===== src/rtl/divider_if.sv =====
// Handshake and operand/result bundle for the 8-by-4 restoring divider.
// The requester drives start and the operands through the master modport.
// The divider drives the handshake status and the results through the slave modport.
interface divider_if #(
  parameter int VW = 4,
  parameter int DW = 2 * VW
);

  logic          start;
  logic [DW-1:0] dividend;
  logic [VW-1:0] divisor;
  logic          ready;
  logic          done;
  logic [DW-1:0] quotient;
  logic [VW-1:0] remainder;
  logic          dbz;

  modport master (
    output start, dividend, divisor,
    input  ready, done, quotient, remainder, dbz
  );

  modport slave (
    input  start, dividend, divisor,
    output ready, done, quotient, remainder, dbz
  );

endinterface


===== src/rtl/divider_8by4.sv =====
// Sequential restoring divider: an 8-bit unsigned dividend divided by a 4-bit
// unsigned divisor gives an 8-bit quotient and a 4-bit remainder.
// The divider resolves one quotient bit per clock and uses a start/done handshake.
// A zero divisor gives all-ones results and raises dbz. It takes no shift cycles.
module divider_8by4 #(
  parameter int VW = 4,
  parameter int DW = 2 * VW
) (
  input  logic     clk,
  input  logic     rst,
  divider_if.slave bus
);

  localparam int CW = $clog2(DW);

  typedef enum logic [1:0] {
    IDLE = 2'd0,
    RUN  = 2'd1,
    FIN  = 2'd2
  } state_t;

  state_t        state;
  logic [DW-1:0] q_sh;       // dividend bits shift out the top, quotient bits enter the bottom
  logic [VW-1:0] d_r;        // captured divisor
  logic [VW-1:0] p;          // partial remainder
  logic [CW-1:0] cnt;        // iterations left, minus one
  logic          ready_r;
  logic          done_r;
  logic [DW-1:0] quotient_r;
  logic [VW-1:0] remainder_r;
  logic          dbz_r;

  // The shifted trial value t holds VW+1 bits. After each compare the partial
  // remainder is always below d_r, so VW bits are enough to store it.
  // If t[VW] is set, t is at least 2^VW, which is larger than any divisor.
  // In that case the low-bit difference is exact modulo 2^VW and also fits in VW bits.
  logic [VW:0]   t;
  logic          q_bit;
  logic [VW-1:0] p_nxt;
  logic [DW-1:0] q_nxt;

  // One restoring step: trial subtract, then keep the difference or restore.
  always_comb begin
    t     = {p, q_sh[DW-1]};
    q_bit = t[VW] || (t[VW-1:0] >= d_r);
    p_nxt = q_bit ? (t[VW-1:0] - d_r) : t[VW-1:0];
    q_nxt = {q_sh[DW-2:0], q_bit};
  end

  // Control FSM and datapath registers. Every output is registered.
  // NOTE: sequential state uses non-blocking assignments only. This way every
  // register samples the values from before the edge, whatever the statement order.
  always_ff @(posedge clk) begin
    if (rst) begin
      // NOTE: the working registers are cleared with the results. Nothing reads
      // them outside RUN, but they then start from a known value in simulation.
      state       <= IDLE;
      ready_r     <= 1'b1;
      done_r      <= 1'b0;
      quotient_r  <= '0;
      remainder_r <= '0;
      dbz_r       <= 1'b0;
      cnt         <= '0;
      q_sh        <= '0;
      d_r         <= '0;
      p           <= '0;
    end else begin
      done_r <= 1'b0;
      case (state)
        IDLE: begin
          if (bus.start) begin
            q_sh    <= bus.dividend;
            d_r     <= bus.divisor;
            p       <= '0;
            cnt     <= CW'(DW - 1);
            ready_r <= 1'b0;
            state   <= RUN;
          end
        end
        RUN: begin
          if (d_r == '0) begin
            // A zero divisor spends its first cycle here without shifting.
            // This places the done pulse one cycle after the edge that follows acceptance.
            quotient_r  <= '1;
            remainder_r <= '1;
            dbz_r       <= 1'b1;
            done_r      <= 1'b1;
            state       <= FIN;
          end else begin
            q_sh <= q_nxt;
            p    <= p_nxt;
            cnt  <= cnt - 1'b1;
            if (cnt == '0) begin
              quotient_r  <= q_nxt;
              remainder_r <= p_nxt;
              dbz_r       <= 1'b0;
              done_r      <= 1'b1;
              state       <= FIN;
            end
          end
        end
        FIN: begin
          ready_r <= 1'b1;
          state   <= IDLE;
        end
        default: begin
          ready_r <= 1'b1;
          state   <= IDLE;
        end
      endcase
    end
  end

  assign bus.ready     = ready_r;
  assign bus.done      = done_r;
  assign bus.quotient  = quotient_r;
  assign bus.remainder = remainder_r;
  assign bus.dbz       = dbz_r;

endmodule


===== src/flat_wrapper.sv =====
// flat-port wrapper written by rule: the top's interface ports become plain ports
module divider_8by4_flat 
#(
  parameter int VW = 4,
  parameter int DW = 2 * VW
)
  (clk, rst, bus_start, bus_dividend, bus_divisor, bus_ready, bus_done, bus_quotient, bus_remainder, bus_dbz);
  divider_if #(.VW(VW), .DW(DW)) bus_i ();
  input  logic clk;
  input  logic rst;
  input wire logic [$bits(bus_i.start)-1:0] bus_start;
  input wire logic [$bits(bus_i.dividend)-1:0] bus_dividend;
  input wire logic [$bits(bus_i.divisor)-1:0] bus_divisor;
  output wire logic [$bits(bus_i.ready)-1:0] bus_ready;
  output wire logic [$bits(bus_i.done)-1:0] bus_done;
  output wire logic [$bits(bus_i.quotient)-1:0] bus_quotient;
  output wire logic [$bits(bus_i.remainder)-1:0] bus_remainder;
  output wire logic [$bits(bus_i.dbz)-1:0] bus_dbz;
  assign bus_i.start = bus_start;
  assign bus_i.dividend = bus_dividend;
  assign bus_i.divisor = bus_divisor;
  assign bus_ready = bus_i.ready;
  assign bus_done = bus_i.done;
  assign bus_quotient = bus_i.quotient;
  assign bus_remainder = bus_i.remainder;
  assign bus_dbz = bus_i.dbz;
  divider_8by4 #(.VW(VW), .DW(DW)) u_core (.clk(clk), .rst(rst), .bus(bus_i));
endmodule

===== config.mk =====
export PLATFORM = sky130hd
export DESIGN_NAME = divider_8by4_flat
export DESIGN_NICKNAME = d
export VERILOG_FILES = /design/src/rtl/divider_if.sv /design/src/rtl/divider_8by4.sv /design/src/flat_wrapper.sv
export SDC_FILE = /design/constraint.sdc
export NUM_CORES = 1
export LEC_CHECK = 0
export CAP_MARGIN = 10
export CORE_ASPECT_RATIO = 1.75
export CORE_MARGIN = 2
export CORE_UTILIZATION = 51
export CTS_CLUSTER_SIZE = 25
export DETAILED_ROUTE_END_ITERATION = 7
export PLACE_DENSITY = 0.78
export SYNTH_ARGS = -nofsm -noshare
export SYNTH_HDL_FRONTEND = slang
export SYNTH_SLANG_ARGS = --single-unit

===== constraint.sdc =====
create_clock -name clk -period 2.7 [get_ports clk]
set_input_delay 0.27 -clock clk [delete_from_list [all_inputs] [get_ports clk]]
set_output_delay 0.27 -clock clk [all_outputs]
set_load 0.03 [all_outputs]

[Word-level counts from Yosys, hierarchy flattened]
Cells that the tools add are included.
Storage, ports and cells
  word-level logic and storage cells: 54
  register bits: 36
  output and inout bits: 15
  input bits: 15
Operators by class
  equal/unequal tests: 4
  bitwise logic cells: 1
  reductions and logical operators: 12
  magnitude comparators: 1
  add/sub/neg operators: 2
  mux-type cells: 24
Operator list (number)
  8-bit 2-to-1 mux: 4
  4-bit 2-to-1 mux: 5
  8-bit one-hot mux with 2 select lines: 1
  4-bit one-hot mux with 2 select lines: 1
  2-bit AND reduction: 4
  2-bit 2-to-1 mux: 3
  3-bit 2-to-1 mux: 2
  3-bit one-hot mux with 2 select lines: 1
  1-bit 2-to-1 mux: 5
  4-bit greater-or-equal comparator: 1
  4-bit zero test: 1
  2-bit != test (second input constant): 2
  2-bit one-hot mux with 2 select lines: 1
  2-bit nonzero test: 2
  4-bit subtractor: 1
  3-bit zero test: 1
  3-bit by 1-bit != test with 1-bit output (second input constant): 1
  3-bit AND reduction: 1
  3-bit by 1-bit subtractor with 3-bit output (second input constant): 1
  2-bit by 1-bit == test with 1-bit output (second input constant): 1
  2-bit zero test: 1
  1-bit one-hot mux with 2 select lines: 1
  2-bit OR reduction: 1
  1-bit logical OR: 1
  1-bit inverter: 1

[Depth between registers and ports, before layout]
  depth in word-level cells: 5
  depth in mapped cells: 9
  depth with buffers taken out: 8

[Worst setup path after synthesis]
No wires, ideal clock.
  path type: register -> register
  from: reg u_core.q_sh[7]
  to: reg u_core.remainder_r[0] (netlist: u_core.bus.remainder[0])
  arrival: 1.801 ns
  clock period less this slack: 1.902 ns
  required time: 2.599 ns
  path buffers: 1
  library setup time: 0.101 ns
  cell stages (with the launch flop): 9
  setup slack: 0.798 ns
  cell sequence: dfxtp_1 inv_1 ha_1 inv_1 fa_1 a211oi_1 o21ai_0 buf_2 o41ai_1
Between the ends
  longest elaborated chain between the ends: 5
  elaborated cells between the ends (all ways): 6
  classes of those cells: add/sub (1); order compare (1); mux (3); reduce/logical (1)
Ends and longest elaborated chain
  from (decl): RTL line divider_8by4.sv:23  | logic [DW-1:0] q_sh;
  from (signal assigned): RTL line divider_8by4.sv:72  | q_sh <= bus.dividend;
  from (signal assigned): RTL line divider_8by4.sv:90  | q_sh <= q_nxt;
  4-bit greater-or-equal comparator: RTL line divider_8by4.sv:45  | q_bit = t[VW] || (t[VW-1:0] >= d_r);
  1-bit logical OR: RTL line divider_8by4.sv:45
  4-bit 2-to-1 mux *: RTL line divider_8by4.sv:46  | p_nxt = q_bit ? (t[VW-1:0] - d_r) : t[VW-1:0];
  4-bit 2-to-1 mux *: RTL line divider_8by4.sv:93  | if (cnt == '0) begin
  4-bit 2-to-1 mux *: RTL line divider_8by4.sv:81  | if (d_r == '0) begin
  to (signal assigned): RTL line divider_8by4.sv:95  | remainder_r <= p_nxt;
  to (decl): RTL line divider_8by4.sv:30  | logic [VW-1:0] remainder_r;
Mark *: on every way between the ends. The rest lies on a longest branch, timed or not. The select of a mux whose other input is x is not followed.
A chain may end at the register's enable or synchronous reset.

[Final worst setup path]
  from: reg u_core.q_sh[7]
  to: reg u_core.p[0]
Between the ends
  longest elaborated chain between the ends: 5
  elaborated cells between the ends (all ways): 6
  classes of those cells: add/sub (1); order compare (1); mux (3); reduce/logical (1)
Ends and longest elaborated chain
  4-bit greater-or-equal comparator: RTL line divider_8by4.sv:45
  1-bit logical OR: RTL line divider_8by4.sv:45
  4-bit 2-to-1 mux *: RTL line divider_8by4.sv:46
  4-bit 2-to-1 mux *: RTL line divider_8by4.sv:81
  4-bit one-hot mux with 2 select lines *: RTL line divider_8by4.sv:69  | case (state)
  to (signal assigned): RTL line divider_8by4.sv:91  | p <= p_nxt;
  to (decl): RTL line divider_8by4.sv:25  | logic [VW-1:0] p;
Marks and branches as above.

==> impl_metrics.json <==
{
  "status": "complete, no violations",
  "start_kind": "flip-flop",
  "synth_mux_area_share_pct": 2.456,
  "multi_input_area_um2": 810.8,
  "rsz0062_at_grt": "no",
  "finalSetupViolations": 0,
  "core_mm2": 0.003108,
  "hold_viol": 0,
  "synthFlopType": "dfxtp_1",
  "cp.required_ps": 2890,
  "io_buffers": 29,
  "pwr-share-seq_pct": 37.7,
  "use_met3_pct": 3.636,
  "cp_common_cell": "inv_1",
  "postCtsSetupBuffers": 0,
  "max_freq_mhz": 446.9,
  "synthCells": 190,
  "synth_cell_types": 40,
  "grt_use_met1_pct": 26.69,
  "cp_max_fo": 10,
  "synth-adder-area-share_pct": 5.833,
  "cts_buffers": 5,
  "pwr-share-clk_pct": 39.8,
  "drc": 0,
  "met2_usage_pct": 45.28,
  "setup_tns_ps": 0,
  "antenna_left": 0,
  "ios": 30,
  "hpwl_um": 3177,
  "fillCellCount": 278,
  "grt_pass1_wl_um": 6762,
  "seq_area_um2": 720.7,
  "skew_ps": 4.199,
  "die-area_mm2": 0.003683,
  "postSynthAreaPerCell_um2": 8.581,
  "most-common-layout-cells": "dfxtp_1 (36), nand2_1 (30), clkdlybuf4s50_1 (29)",
  "hold_start": "u_core.bus.dbz",
  "powerDensity_mw_per_mm2": 782.7,
  "synth_compound_area_share_pct": 21.03,
  "dieHeight_um": 78.80,
  "crit_cells": 9,
  "drive_gt1_share_pct": 6.787,
  "p_leak_nw": 0.8322,
  "clkTransAtPathRegs_ps": 70,
  "clock-root-buffer": "clkbuf_8",
  "cap_viol_max_count": 0,
  "yosysSeqAreaShare_pct": 44.21,
  "antenna_found_initial": 0,
  "path_cells": "inv_1 > ha_1 > inv_1 > fa_1 > a211oi_1 > o21ai_0 > buf_4 > mux2i_1 > a32o_1",
  "first_iter_violations": 72,
  "grt_overflow_total": 0,
  "cts_tree": "yes",
  "vias_per_cell": 5.606,
  "grt_use_total_pct": 25.26,
  "crit_path_max_incr_delay_ps": 400,
  "postCtsHoldBufs": 0,
  "internal-power_w": 0.001204,
  "die_w_um": 46.74,
  "grt_max_degree": 31,
  "fin_crit_ps": 2237,
  "hold_slack_ps": 469.6,
  "layout.nets": 242,
  "worst_slew_margin_rel_pct": 61.45,
  "antennaDiodeCount": 0,
  "power_w": 0.001651,
  "synth_area_mm2": 0.001630,
  "wire_per_inst_um": 15.92,
  "start_util_pct": 52.46,
  "synth-xor-area-share_pct": 0.5372,
  "p_switching_w": 0.0004471,
  "ys_seq_elements": 36,
  "path_buf_inv": 3,
  "endpoint_kind": "flip-flop",
  "worst-setup-path-type": "flip-flop to flip-flop",
  "synth-edff-count": 0,
  "worstPathArrival_ps": 2420,
  "r2r_cells": 9,
  "crit_start": "u_core.q_sh[7]",
  "htreeDepth": 2,
  "cts_resized": 0,
  "layout.cells.most_common": "dfxtp_1",
  "cp_top_family": "compound AO/OA/AOI/OAI gates",
  "rows": 27,
  "synth_nets": 212,
  "hold_depth": 2,
  "place.gp.congestion": 0.8849,
  "worstMarginPinSlew_ps": 578.2,
  "vias": 1480,
  "grt_pass1_vias": 1511,
  "top_usage_layer": "met2",
  "synth_top_family_by_area": "compound AO/OA/AOI/OAI gates",
  "clock_latency_ps": 290,
  "wl_um": 4203,
  "p_sw_share_pct": 27.08,
  "slowest_stage": "fa_1",
  "yosys_warnings": 0,
  "ys_async_sr_fraction_pct": 0,
  "ir_drop_uv": 479.4,
  "first_pass_iters": 4,
  "slew_viol_final": 0,
  "finalCritPeriodShare_pct": 82.87,
  "p_comb_share_pct": 22.5,
  "synthToLayoutAreaGrowth_pct": 29.39,
  "regToRegStartpoint": "u_core.q_sh[7]",
  "hold_class": "flip-flop to flip-flop",
  "cts_max_path_buffers": 2,
  "synth-simple-area-share_pct": 19.88,
  "clkSinkCount": 36
}
area by class of cell:
type / instances / share of cell area [%]
Multi-Input combinational cell: 133 / 38.43
Sequential cell: 36 / 34.16
Timing Repair Buffer: 34 / 15.54
Clock inverter: 3 / 4.270
Clock buffer: 5 / 3.262
Tap cell: 43 / 2.550
Inverter: 10 / 1.779
worst register-to-register path, delay by kind of cell (launching register included):
kind	cells	cell delay, ps
adders and majority gates	2	580
AOI/OAI and AO/OA	3	730
muxes	1	120
DFF	1	310
buffers and inverters	3	380
final timing paths:
kind               endpoint  slack, ps
max             u_core.p[0]        460
min reg2reg  u_core.bus.dbz        470
min          u_core.bus.dbz        470
max reg2reg     u_core.p[0]        460
cells by family after synthesis:
| group | count (synthesis) |
|---|---|
| flops | 36 |
| simple gates | 73 |
| mux | 4 |
| buf+inv | 21 |
| xor+xnor | 1 |
| fa+ha+maj | 7 |
| compound gates | 48 |
metrics by stage:
step	std cells	utilization (%)	area [µm²]	setup WS (ps)
final	264	67.87	2110	462.5
after global routing	264	67.87	2110	298.4
after CTS	264	67.87	2110	480.4
after detailed placement	256	62.76	1951	488.7
after global placement	256	62.76	1951	649.5
after floorplan	190	-	1630	797.9
synth_stat cells, types with 5 or more instances:
master / instances / area share (%)
a21oi_1: 6 / 1.8
a311oi_1: 8 / 4.3
a31oi_1: 5 / 1.9
clkbuf_1: 6 / 1.4
dfxtp_1: 36 / 44
ha_1: 6 / 4.6
inv_1: 10 / 2.3
nand2_1: 30 / 6.9
nor2_1: 26 / 6.0
o21ai_0: 7 / 2.1
o22ai_1: 5 / 1.9
power groups by stage:
stage | logic (W) | clock network (W) | registers (W)
after floorplan | 0.000204 | 0 | 0.000672
after global placement | 0.000354 | 0 | 0.000631
after detailed placement | 0.000368 | 0 | 0.000634
after CTS | 0.000371 | 0.000664 | 0.000622
after global routing | 0.000404 | 0.000683 | 0.000628
final | 0.000371 | 0.000657 | 0.000623
per-layer routing:
layer | wire length (µm) | up-vias | part of all wire, %
met4 | 74 | 0 | 1.8
li1 | - | 734 | -
met5 | 0 | - | 0
met1 | 1526 | 686 | 36
met3 | 184 | 8 | 4.4
met2 | 2419 | 52 | 58
state kept, by name, indices dropped and copies added (netlist names):
name                  cells
u_core.bus.dbz            1
u_core.q_sh               8
u_core.d_r                4
u_core.cnt                3
u_core.bus.done           1
u_core.bus.ready          1
u_core.bus.remainder      4
u_core.p                  4
u_core.bus.quotient       8
u_core.state              2
Note: power is estimated with default switching activity, not from simulation.
